$ cat src/rtl/obi_mux_tagged.sv
// ----------------------------------------------------------------------------
// obi_mux_tagged
//
// N:1 OBI multiplexer with per-port outstanding-transaction limits and two
// response-routing schemes:
//   UseIdTag = 1 : the selected port index is prepended to the A-channel ID.
//                  Responses are routed back by the upper R-channel ID bits,
//                  so they may return out of order.
//   UseIdTag = 0 : the granted port index is pushed into an index FIFO.
//                  Responses are routed strictly in order from the FIFO head.
// Arbitration is round-robin (FixedPrio = 0) or fixed priority with the
// lowest index winning (FixedPrio = 1). Once a request has been presented on
// the manager port, it stays locked in until it is granted. This keeps the
// OBI req and payload stable.
//
// Responses that match no outstanding transaction are orphans. An orphan is
// drained (mgr_rready_o = 1) and is never forwarded to any port.
//
// Optional feature macro: OBI_MUX_TAGGED_ORPHAN_FLAG_EN
//   When this macro is defined, the block adds a sticky orphan_o flag and an
//   orphan_port_o capture of the first orphan's destination index.
//
// Ports
//   clk_i, rst_ni            clock, synchronous active-low reset
//   sbr_req_i / sbr_gnt_o    per-port A-channel handshake
//   sbr_addr_i .. sbr_aid_i  per-port A-channel payload
//   sbr_rvalid_o/rready_i    per-port R-channel handshake
//   sbr_rdata_o/err_o/rid_o  R-channel payload, broadcast to all ports
//   mgr_*                    manager-side A and R channels
//   orphan_o, orphan_port_o  (macro only) sticky orphan flag and first index
// ----------------------------------------------------------------------------
module obi_mux_tagged #(
  parameter int unsigned NumSbrPorts     = 4,
  parameter int unsigned SbrIdWidth      = 2,
  parameter int unsigned IdxWidth        = $clog2(NumSbrPorts),
  parameter int unsigned MgrIdWidth      = SbrIdWidth + IdxWidth,
  parameter int unsigned AddrWidth       = 32,
  parameter int unsigned DataWidth       = 32,
  parameter bit          UseIdTag        = 1'b1,
  parameter int unsigned NumMaxTrans     = 4,
  parameter int unsigned MaxTransPerPort = 2,
  parameter bit          FixedPrio       = 1'b0
) (
  input  logic                                     clk_i,
  input  logic                                     rst_ni,
  input  logic [NumSbrPorts-1:0]                   sbr_req_i,
  output logic [NumSbrPorts-1:0]                   sbr_gnt_o,
  input  logic [NumSbrPorts-1:0][AddrWidth-1:0]    sbr_addr_i,
  input  logic [NumSbrPorts-1:0]                   sbr_we_i,
  input  logic [NumSbrPorts-1:0][DataWidth/8-1:0]  sbr_be_i,
  input  logic [NumSbrPorts-1:0][DataWidth-1:0]    sbr_wdata_i,
  input  logic [NumSbrPorts-1:0][SbrIdWidth-1:0]   sbr_aid_i,
  output logic [NumSbrPorts-1:0]                   sbr_rvalid_o,
  input  logic [NumSbrPorts-1:0]                   sbr_rready_i,
  output logic [DataWidth-1:0]                     sbr_rdata_o,
  output logic                                     sbr_err_o,
  output logic [SbrIdWidth-1:0]                    sbr_rid_o,
  output logic                                     mgr_req_o,
  input  logic                                     mgr_gnt_i,
  output logic [AddrWidth-1:0]                     mgr_addr_o,
  output logic                                     mgr_we_o,
  output logic [DataWidth/8-1:0]                   mgr_be_o,
  output logic [DataWidth-1:0]                     mgr_wdata_o,
  output logic [MgrIdWidth-1:0]                    mgr_aid_o,
  input  logic                                     mgr_rvalid_i,
  output logic                                     mgr_rready_o,
  input  logic [DataWidth-1:0]                     mgr_rdata_i,
  input  logic                                     mgr_err_i,
  input  logic [MgrIdWidth-1:0]                    mgr_rid_i
`ifdef OBI_MUX_TAGGED_ORPHAN_FLAG_EN
  ,
  output logic                                     orphan_o,
  output logic [IdxWidth-1:0]                      orphan_port_o
`endif
);

  localparam int unsigned CntWidth  = $clog2(MaxTransPerPort + 1);
  localparam int unsigned PtrWidth  = (NumMaxTrans > 1) ? $clog2(NumMaxTrans) : 1;
  localparam int unsigned FillWidth = $clog2(NumMaxTrans + 1);

  localparam logic [CntWidth-1:0]  CntMax  = CntWidth'(MaxTransPerPort);
  localparam logic [FillWidth-1:0] FillMax = FillWidth'(NumMaxTrans);
  localparam logic [IdxWidth-1:0]  IdxLast = IdxWidth'(NumSbrPorts - 1);
  localparam logic [PtrWidth-1:0]  PtrLast = PtrWidth'(NumMaxTrans - 1);

  // State
  logic [NumSbrPorts-1:0][CntWidth-1:0]  cnt_r;
  logic                                  lock_r;
  logic [IdxWidth-1:0]                   lock_idx_r;
  logic [IdxWidth-1:0]                   rr_ptr_r;
  logic [NumMaxTrans-1:0][IdxWidth-1:0]  fifo_mem_r;
  logic [PtrWidth-1:0]                   wr_ptr_r;
  logic [PtrWidth-1:0]                   rd_ptr_r;
  logic [FillWidth-1:0]                  fill_r;

  // Combinational nets
  logic                   fifo_full_s;
  logic                   fifo_empty_s;
  logic [NumSbrPorts-1:0] eligible_s;
  logic                   arb_valid_s;
  logic [IdxWidth-1:0]    arb_idx_s;
  logic [IdxWidth-1:0]    sel_s;
  logic                   req_s;
  logic                   a_hs_s;
  logic [IdxWidth-1:0]    dest_s;
  logic                   dest_hit_s;
  logic                   dest_zero_s;
  logic                   orphan_s;
  logic                   rready_s;
  logic                   r_hs_s;
  logic                   push_s;
  logic                   pop_s;

  assign fifo_full_s  = (fill_r == FillMax);
  assign fifo_empty_s = (fill_r == {FillWidth{1'b0}});

  // Port eligibility: the port requests, is under its limit and, in FIFO mode, has room for its tag
  always_comb begin
    for (int i = 0; i < NumSbrPorts; i++) begin
      eligible_s[i] = sbr_req_i[i] && (cnt_r[i] < CntMax) && (UseIdTag || !fifo_full_s);
    end
  end

  // Arbiter: scan downwards so that the last hit is the highest-priority candidate
  always_comb begin
    int unsigned cand;
    arb_valid_s = 1'b0;
    arb_idx_s   = {IdxWidth{1'b0}};
    cand        = 0;
    if (FixedPrio) begin
      for (int i = NumSbrPorts - 1; i >= 0; i--) begin
        if (eligible_s[i]) begin
          arb_valid_s = 1'b1;
          arb_idx_s   = IdxWidth'(i);
        end else begin
          arb_valid_s = arb_valid_s;
        end
      end
    end else begin
      for (int k = NumSbrPorts - 1; k >= 0; k--) begin
        cand = (32'(rr_ptr_r) + 32'(k)) % NumSbrPorts;
        if (eligible_s[cand]) begin
          arb_valid_s = 1'b1;
          arb_idx_s   = IdxWidth'(cand);
        end else begin
          arb_valid_s = arb_valid_s;
        end
      end
    end
  end

  // The locked-in selection overrides the arbiter until the pending request is granted
  assign sel_s  = lock_r ? lock_idx_r : arb_idx_s;
  assign req_s  = rst_ni && (lock_r || arb_valid_s);
  assign a_hs_s = req_s && mgr_gnt_i;

  assign mgr_req_o   = req_s;
  assign mgr_addr_o  = sbr_addr_i[sel_s];
  assign mgr_we_o    = sbr_we_i[sel_s];
  assign mgr_be_o    = sbr_be_i[sel_s];
  assign mgr_wdata_o = sbr_wdata_i[sel_s];
  assign mgr_aid_o   = UseIdTag ? {sel_s, sbr_aid_i[sel_s]}
                                : {{IdxWidth{1'b0}}, sbr_aid_i[sel_s]};

  // Grant is returned only to the selected port
  always_comb begin
    for (int i = 0; i < NumSbrPorts; i++) begin
      sbr_gnt_o[i] = a_hs_s && (sel_s == IdxWidth'(i));
    end
  end

  // Response destination comes from the ID tag, or from the FIFO head in in-order mode
  assign dest_s = UseIdTag ? mgr_rid_i[MgrIdWidth-1:SbrIdWidth] : fifo_mem_r[rd_ptr_r];

  // Resolve the destination. It may not name a real port when N is not a power of two.
  always_comb begin
    dest_hit_s  = 1'b0;
    dest_zero_s = 1'b1;
    for (int i = 0; i < NumSbrPorts; i++) begin
      if (dest_s == IdxWidth'(i)) begin
        dest_hit_s  = 1'b1;
        dest_zero_s = (cnt_r[i] == {CntWidth{1'b0}});
      end else begin
        dest_hit_s  = dest_hit_s;
      end
    end
  end

  assign orphan_s = mgr_rvalid_i &&
                    (!dest_hit_s || dest_zero_s || (!UseIdTag && fifo_empty_s));

  // R-channel steering. An orphan is drained by forcing ready high.
  always_comb begin
    rready_s = 1'b1;
    for (int i = 0; i < NumSbrPorts; i++) begin
      sbr_rvalid_o[i] = rst_ni && mgr_rvalid_i && !orphan_s && (dest_s == IdxWidth'(i));
      if (!orphan_s && (dest_s == IdxWidth'(i))) begin
        rready_s = sbr_rready_i[i];
      end else begin
        rready_s = rready_s;
      end
    end
  end

  assign mgr_rready_o = rready_s;
  assign sbr_rdata_o  = mgr_rdata_i;
  assign sbr_err_o    = mgr_err_i;
  assign sbr_rid_o    = mgr_rid_i[SbrIdWidth-1:0];

  assign r_hs_s = mgr_rvalid_i && !orphan_s && rready_s;
  assign push_s = !UseIdTag && a_hs_s;
  assign pop_s  = !UseIdTag && r_hs_s;

  // Outstanding counters: count up on an A handshake and down on an R handshake. If both happen together, the count holds.
  always_ff @(posedge clk_i) begin
    if (!rst_ni) begin
      cnt_r <= {NumSbrPorts{{CntWidth{1'b0}}}};
    end else begin
      for (int i = 0; i < NumSbrPorts; i++) begin
        if (a_hs_s && (sel_s == IdxWidth'(i)) && !(r_hs_s && (dest_s == IdxWidth'(i)))) begin
          cnt_r[i] <= cnt_r[i] + CntWidth'(1);
        end else if (r_hs_s && (dest_s == IdxWidth'(i)) && !(a_hs_s && (sel_s == IdxWidth'(i)))) begin
          cnt_r[i] <= cnt_r[i] - CntWidth'(1);
        end else begin
          cnt_r[i] <= cnt_r[i];
        end
      end
    end
  end

  // Lock-in register: holds a presented but ungranted selection
  always_ff @(posedge clk_i) begin
    if (!rst_ni) begin
      lock_r     <= 1'b0;
      lock_idx_r <= {IdxWidth{1'b0}};
    end else if (req_s && !mgr_gnt_i) begin
      lock_r     <= 1'b1;
      lock_idx_r <= sel_s;
    end else if (a_hs_s) begin
      lock_r     <= 1'b0;
      lock_idx_r <= lock_idx_r;
    end else begin
      lock_r     <= lock_r;
      lock_idx_r <= lock_idx_r;
    end
  end

  // Round-robin pointer: after each handshake, it moves to the port just above the granted port
  always_ff @(posedge clk_i) begin
    if (!rst_ni) begin
      rr_ptr_r <= {IdxWidth{1'b0}};
    end else if (a_hs_s) begin
      rr_ptr_r <= (sel_s == IdxLast) ? {IdxWidth{1'b0}} : sel_s + IdxWidth'(1);
    end else begin
      rr_ptr_r <= rr_ptr_r;
    end
  end

  // Index FIFO for in-order routing. A push and a pop may happen in the same cycle.
  always_ff @(posedge clk_i) begin
    if (!rst_ni) begin
      fifo_mem_r <= {NumMaxTrans{{IdxWidth{1'b0}}}};
      wr_ptr_r   <= {PtrWidth{1'b0}};
      rd_ptr_r   <= {PtrWidth{1'b0}};
      fill_r     <= {FillWidth{1'b0}};
    end else begin
      if (push_s) begin
        fifo_mem_r[wr_ptr_r] <= sel_s;
        wr_ptr_r <= (wr_ptr_r == PtrLast) ? {PtrWidth{1'b0}} : wr_ptr_r + PtrWidth'(1);
      end else begin
        wr_ptr_r <= wr_ptr_r;
      end
      if (pop_s) begin
        rd_ptr_r <= (rd_ptr_r == PtrLast) ? {PtrWidth{1'b0}} : rd_ptr_r + PtrWidth'(1);
      end else begin
        rd_ptr_r <= rd_ptr_r;
      end
      if (push_s && !pop_s) begin
        fill_r <= fill_r + FillWidth'(1);
      end else if (pop_s && !push_s) begin
        fill_r <= fill_r - FillWidth'(1);
      end else begin
        fill_r <= fill_r;
      end
    end
  end

`ifdef OBI_MUX_TAGGED_ORPHAN_FLAG_EN
  logic                orphan_r;
  logic [IdxWidth-1:0] orphan_port_r;

  // Sticky orphan flag. The port index is captured only for the first orphan.
  always_ff @(posedge clk_i) begin
    if (!rst_ni) begin
      orphan_r      <= 1'b0;
      orphan_port_r <= {IdxWidth{1'b0}};
    end else if (orphan_s && rready_s && !orphan_r) begin
      orphan_r      <= 1'b1;
      orphan_port_r <= dest_s;
    end else begin
      orphan_r      <= orphan_r;
      orphan_port_r <= orphan_port_r;
    end
  end

  assign orphan_o      = orphan_r;
  assign orphan_port_o = orphan_port_r;
`endif

endmodule
$ cat config.mk
export PLATFORM = sky130hd
export DESIGN_NAME = obi_mux_tagged
export DESIGN_NICKNAME = d
export VERILOG_FILES = /design/src/rtl/obi_mux_tagged.sv
export SDC_FILE = /design/constraint.sdc
export NUM_CORES = 1
export LEC_CHECK = 0
export BUFFER_PORTS_ARGS = -buffer_cell sky130_fd_sc_hd__buf_2
export CORE_AREA = 2 2 175 177
export CTS_CLUSTER_DIAMETER = 60
export DETAILED_ROUTE_END_ITERATION = 7
export DIE_AREA = 0 0 177 179
export GPL_TIMING_DRIVEN = 0
export SETUP_SLACK_MARGIN = 0.05
export SYNTH_ARGS = -nofsm -noshare
export SYNTH_HDL_FRONTEND = slang
export SYNTH_SLANG_ARGS = --single-unit
$ cat constraint.sdc
create_clock -name clk_i -period 2.9 [get_ports clk_i]
set_input_delay 0.435 -clock clk_i [delete_from_list [all_inputs] [get_ports clk_i]]
set_output_delay 0.435 -clock clk_i [all_outputs]
set_load 0.01 [all_outputs]
==> flow_metrics.py, run 1 <==
metrics = {
    "run_status": {
        "outcome": "finished clean",
    },
    "power": {
        "switching_share_pct": 43.5,
        "vdd_drop_max_v": 0.000210,
        "p_leak_nw": 3.72,
        "power_density_nw_per_um2": 485,
        "p_int_w": 0.00186,
        "power.share.combinational_pct": 85.1,
        "seqPwrFrac_pct": 6.9,
        "pwr-share-clk_pct": 8.0,
        "power_switching_w": 0.00143,
    },
    "clock_network": {
        "cts_root_buf": "clkbuf_16",
        "clock_path_buffers": 2,
        "cts_sinks": 13,
        "cts_tree": "yes",
        "path_clk_slew_ns": 0.05,
        "cts_buffers": 3,
        "clk-insertion-delay-late_ns": 0.24,
        "cts-htree-levels": 1,
        "cts_hold_buf": 0,
    },
    "placement": {
        "dpl_cell_area_um2": 6200,
        "gp_routability_congestion": 0.744,
        "dpl.hpwl_um": 14600,
        "place_inst": 1201,
        "portBuffers": 413,
    },
    "routing": {
        "post-route-drc-count": 0,
        "drtIter0Drc": 117,
        "antenna_left": 0,
        "vias": 4657,
        "drt-vias-per-instance": 3.80,
        "drt-total-wl_um": 17100,
        "routedWlPerCell_um": 13.9,
        "dr.pass1.iters": 4,
    },
    "timing": {
        "hold_viol": 0,
        "worst_slew_pin_slew_ns": 0.410,
        "rsz0062_at_grt": "true",
        "skew_ns": 0.00421,
        "setup_violations": 0,
        "maxSlewHeadroom_pct": 72.6,
        "period_needed_ns": 2.80,
        "timing.fmax_mhz": 357,
        "period_share_pct": 96.6,
        "slew_violations": 0,
    },
    "hold_path": {
        "min_from": "lock_idx_r[0]",
        "min-delay-path-class": "reg -> reg",
        "holdPathEnd": "lock_idx_r[0]",
        "holdPathStages": 2,
    },
    "worst_setup_path": {
        "r2r_setup_slack_ns": 0.16,
        "r2r_cells": 12,
        "r2r-start": "cnt_r[3]",
        "cp_max_fo": 10,
        "required_ns": 2.47,
        "cp-start-kind": "register",
        "cp_data_arrival_time_ns": 2.37,
        "crit_type": "reg -> out",
        "endpoint_kind": "output pin",
        "regToRegEndpoint": "cnt_r[1]",
    },
    "synth": {
        "synth-simple-area-share_pct": 7.55,
        "netlist_area_um2": 3630,
        "syn_nets": 733,
        "synth.top_cells.by_count": "mux2i_1, buf_4, dfxtp_1, nor2_1, nand2_1",
        "synth-seq-cells": 13,
        "synth_top_area_share_pct": 59.3,
        "synth_ff_type": "dfxtp_1",
        "synth_warnings": 0,
        "ys_seq_area_share_pct": 7.17,
        "synth-compound-area-share_pct": 4.79,
        "synth_area_leaders": "mux2i_1, buf_4, dfxtp_1, buf_8, buf_6",
        "synth_top_family_by_area": "multiplexers",
        "syn_avg_cell_area_um2": 9.26,
        "yosysMostFrequentCell": "mux2i_1",
        "synth_xor_area_share_pct": 1.93,
        "netlist-cell-type-count": 35,
        "muxShareOfSynthArea_pct": 60.6,
        "synth_cells": 392,
        "synth_edf_count": 0,
        "yosys.area.top_type": "mux2i_1",
        "synthAdderAreaFrac_pct": 2.76,
        "async_flop_share_pct": 0,
    },
    "global_route": {
        "track_usage_pct": 8.90,
        "grt_max_degree": 13,
        "grt_pass1_wl_um": 21700,
        "overflow": 0,
        "antenna_found_initial": 1,
        "grt_pass1_vias": 3985,
    },
    "cells_and_area": {
        "instances_no_fill": 1224,
        "drive_gt1_share_pct": 64.1,
        "fin_area_um2": 6800,
        "nets": 1169,
        "n_fill_cell": 3302,
        "layout-area-overhead-vs-synth_pct": 87.4,
    },
    "die": {
        "dieArea_um2": 31700,
        "fp-row-count": 64,
        "start_util_pct": 12.1,
        "die_h_um": 179,
        "coreArea_um2": 30000,
        "die-width_um": 177,
        "ioPinCount": 451,
    },
    "job": {
        "cap_violations": 0,
    },
}
placed cells by master (no fill, tap or decap), types with 3 or more instances in the layout:
| cell | n |
|---|---|
| a21boi_1 | 3 |
| a21oi_1 | 3 |
| and2_1 | 6 |
| and3_1 | 4 |
| buf_12 | 11 |
| buf_2 | 414 |
| buf_4 | 51 |
| buf_6 | 5 |
| buf_8 | 7 |
| clkbuf_1 | 5 |
| clkbuf_16 | 5 |
| dfxtp_1 | 9 |
| dfxtp_2 | 4 |
| ha_1 | 6 |
| inv_1 | 4 |
| mux2i_1 | 194 |
| mux2i_2 | 12 |
| mux2i_4 | 9 |
| nand2_1 | 11 |
| nor2_1 | 12 |
| nor2b_1 | 3 |
| o21ai_0 | 5 |
| o21ai_1 | 7 |
| or3_1 | 4 |
| xnor2_1 | 4 |
| xor2_1 | 4 |
flip-flops by register name (all words and copies together), names as in the netlist:
name,count
cnt_r,8
lock_idx_r,2
lock_r,1
rr_ptr_r,2
critical path, cell delays in order, from the launching register on:
cell and delay (ns):
dfxtp_2 0.32, nand2b_4 0.17, o21ba_1 0.22, o21ai_1 0.09, a32oi_4 0.30, buf_12 0.19
buf_12 0.13, buf_8 0.17, mux2i_1 0.26, mux2i_2 0.12, buf_2 0.15
power by group through the flow:
stage	Sequential, W	Combinational [W]	Clock (W)
after global routing	0.000232	0.00301	0.000275
after floorplan	0.000223	0.00157	0
after CTS	0.000227	0.00268	0.000266
after detailed placement	0.000230	0.00244	0
final	0.000229	0.00280	0.000262
after global placement	0.000228	0.00243	0
what timing repair did:
item / 4_1_cts / 5_1_grt
pin swaps: 3 / 5
setup endpoints to repair: 80 / 57
resized for setup: 36 / 36
buffers inserted: 11 / 6
cloned: 0 / 2
layer usage:
| metal | GRT usage (%) | share of wire, % | wire (µm) |
|---|---|---|---|
| met3 | 0.785 | 7.9 | 1350 |
| met5 | 0 | 0 | 0 |
| met4 | 2.38 | 1.9 | 320 |
| met2 | 16.4 | 51 | 8720 |
| met1 | 11.0 | 39 | 6680 |
layout make-up:
| type | instances | area, µm² | share of cell area, % |
|---|---|---|---|
| Buffer | 62 | 616 | 9.05 |
| Clock buffer | 4 | 78.8 | 1.16 |
| Tap cell | 396 | 495 | 7.29 |
| Sequential cell | 13 | 265 | 3.90 |
| Timing Repair Buffer | 432 | 2290 | 33.6 |
| Multi-Input combinational cell | 311 | 3030 | 44.6 |
| Antenna cell | 1 | 2.50 | 0.0368 |
| Inverter | 5 | 22.5 | 0.331 |
per-stage QoR:
step | total power, W | utilization, % | setup slack, ns | setup TNS (ns) | hold slack, ns
after floorplan | 0.00179 | - | 0.0514 | 0 | 0.428
after global placement | 0.00265 | 20.6 | -0.521 | -3.18 | 0.443
after detailed placement | 0.00267 | 20.6 | -0.522 | -3.29 | 0.454
after CTS | 0.00317 | 21.9 | 0.0284 | 0 | 0.460
after global routing | 0.00352 | 22.6 | 0.0184 | 0 | 0.477
final | 0.00329 | 22.6 | 0.0993 | 0 | 0.455
worst max-delay path by stage:
stage | from | endpoint | slack [ns] | cells after the start
CTS | sbr_req_i[2] | mgr_addr_o[12] | 0.03 | 11
global route | cnt_r[3] | cnt_r[1] | 0.02 | 12
finish | cnt_r[3] | mgr_wdata_o[18] | 0.1 | 10
global placement | sbr_req_i[2] | cnt_r[7] | -0.52 | 13
floorplan | sbr_req_i[2] | cnt_r[5] | 0.05 | 13
detailed placement | sbr_req_i[2] | cnt_r[7] | -0.52 | 13
cell families after synthesis:
kind of cell             after synthesis
AND/OR/NAND/NOR                       52
flip-flops                            13
buffers and inverters                 68
adder cells (fa/ha/maj)                8
XOR/XNOR                               8
multiplexers                         217
AO/OA/AOI/OAI                         26
Power figures use the tool's default switching activity.
==> inputs of run 2 (changes only) <==
--- a/config.mk
+++ b/config.mk
@@ -11,6 +11,7 @@
 export DETAILED_ROUTE_END_ITERATION = 7
 export DIE_AREA = 0 0 177 179
 export GPL_TIMING_DRIVEN = 0
+export PLACE_DENSITY_LB_ADDON = 0.08
 export SETUP_SLACK_MARGIN = 0.05
 export SYNTH_ARGS = -nofsm -noshare
 export SYNTH_HDL_FRONTEND = slang
==> run 2 against run 1 <==
  * Final area is 1.3% higher
  * First-iteration DRC count shrank 19%
  * Non-clock buffer count grew 4
  * Die area is the same
  * Maximum frequency grew 1.2%
  * Setup slack improved by 0.033 ns
  * Sequential share of layout area is 0.069 points lower
  * Cell count is 0.41% higher
  * Register-to-register slack better by 0.06 ns
  * Sequential cell count unchanged
  * Critical endpoint is now mgr_addr_o[3]
  * Largest power group unchanged
==> flow_metrics.py, run 2 (synthesis results as in run 1) <==
metrics = {
    "cells_and_area": {
        "drive_gt1_share_pct": 64.6,
        "layout-area-overhead-vs-synth_pct": 89.9,
        "n_fill_cell": 3374,
        "reg_top3": "cnt_r (8), lock_idx_r (2), rr_ptr_r (2)",
        "largest_reg_flops": 8,
        "largest-register": "cnt_r",
        "final_common_cell": "buf_2",
        "nets": 1173,
        "final_cell_mix": "buf_2, mux2i_1, buf_4",
        "fin_area_um2": 6890,
    },
    "timing": {
        "maxSlewHeadroom_pct": 68.3,
        "period_needed_ns": 2.77,
        "setup_violations": 0,
        "slew_violations": 0,
        "timing.fmax_mhz": 361,
        "holdWs_ns": 0.451,
        "rsz0062_at_grt": "true",
        "skew_ns": 0.00202,
        "finalSetupTns_ns": 0,
        "hold_viol": 0,
        "period_share_pct": 95.4,
        "worst_slew_pin_slew_ns": 0.476,
        "finalWorstSetupSlack_ns": 0.132,
    },
    "global_route": {
        "antenna_found_initial": 0,
        "grt_max_degree": 13,
        "grt_pass1_wl_um": 26600,
        "overflow": 0,
        "track_usage_pct": 11.2,
        "grt_pass1_vias": 4279,
    },
    "power": {
        "power_switching_w": 0.00147,
        "p_leak_nw": 3.77,
        "power.total_w": 0.00339,
        "switching_share_pct": 43.2,
        "power_density_nw_per_um2": 493,
        "seqPwrFrac_pct": 6.8,
        "power.share.combinational_pct": 85.4,
        "pwr-share-clk_pct": 7.8,
        "vdd_drop_max_v": 0.000215,
        "p_int_w": 0.00193,
    },
    "clock_network": {
        "cts_root_buf": "clkbuf_16",
        "cts_sinks": 13,
        "path_clk_slew_ns": 0.05,
        "cts_tree": "yes",
        "cts_buffers": 3,
        "clock_path_buffers": 2,
        "clk-insertion-delay-late_ns": 0.24,
        "cts-htree-levels": 1,
    },
    "die": {
        "die-width_um": 177,
        "die_h_um": 179,
        "start_util_pct": 12.1,
        "ioPinCount": 451,
        "coreArea_um2": 30000,
        "fp-row-count": 64,
        "dieArea_um2": 31700,
    },
    "routing": {
        "routedWlPerCell_um": 16.6,
        "drt-vias-per-instance": 3.66,
        "dr.pass1.iters": 4,
        "vias": 4496,
        "drtIter0Drc": 95,
        "post-route-drc-count": 0,
        "antenna_left": 0,
        "drt-total-wl_um": 20400,
    },
    "worst_setup_path": {
        "cp-start-kind": "primary input",
        "crit_type": "in -> out",
        "crit_start": "sbr_req_i[2]",
        "cp_data_arrival_time_ns": 2.33,
        "cp_max_fo": 10,
        "r2r-start": "cnt_r[5]",
        "required_ns": 2.47,
        "endpoint_kind": "output pin",
    },
    "placement": {
        "dpl_cell_area_um2": 6200,
        "portBuffers": 413,
        "pre_cts_ws_ns": -0.573,
        "dpl.hpwl_um": 17300,
        "gp_routability_congestion": 0.701,
    },
    "hold_path": {
        "min-delay-path-class": "reg -> reg",
        "min_from": "lock_idx_r[0]",
    },
    "run_status": {
        "outcome": "finished clean",
    },
    "job": {
        "cap_violations": 0,
    },
}
==> run 2: critical path, cell delays in order <==
cell	delay, ns
buf_2	0.09
nor2b_1	0.14
buf_6	0.14
nor2_2	0.12
o21ai_1	0.09
a32oi_2	0.29
buf_12	0.19
buf_8	0.18
mux2i_2	0.37
mux2i_1	0.12
buf_2	0.15
==> run 2: power by group through the flow <==
stage	clock network, W	registers (W)	logic, W
global placement	0	0.000230	0.00252
global route	0.000283	0.000235	0.00313
detailed placement	0	0.000230	0.00249
CTS	0.000278	0.000227	0.00267
finish	0.000264	0.000230	0.00290
floorplan	0	0.000223	0.00157
==> run 2: worst paths after layout <==
kind,end,slack [ns],cells after the start
min reg2reg,lock_idx_r[0],0.45,2
max reg2reg,cnt_r[5],0.22,13
max,mgr_addr_o[3],0.13,11
min,lock_idx_r[0],0.45,2
==> run 2: what timing repair did <==
item                       CTS  global route
hold buffers                 0             0
setup endpoints to repair   78            71
hold endpoints to repair     0             0
gates resized for setup     33            42
buffers inserted             9             8
gates cloned                 0             6
pin swaps                    3             3
==> run 2: layer usage <==
metal,vias to the layer above,part of all wire (%),track usage (%)
li1,2277,-,-
met1,1984,39,13.2
met2,233,54,21.3
met3,2,7.2,2.06
met4,0,0.22,1.38
met5,-,0,0
==> run 2: through the flow <==
| step | util (%) | cells |
|---|---|---|
| after CTS | 21.6 | 1214 |
| after global routing | 22.9 | 1227 |
| final | 22.9 | 1229 |
| after detailed placement | 20.6 | 1201 |
| after floorplan | - | 392 |
| after global placement | 20.6 | 1201 |
==> run 2: final cells by class <==
type                       instances  area, µm²  share of cell area [%]
sequential                        13        264                    3.83
clock buffer                       3       75.1                    1.09
inverter                           5       22.5                   0.327
multi-input combinational        311       3000                    43.5
timing repair buffer             436       2370                    34.3
buffer                            62        661                    9.59
antenna                            2       5.00                  0.0726
clock inverter                     1       5.00                  0.0726
tap                              396        495                    7.19
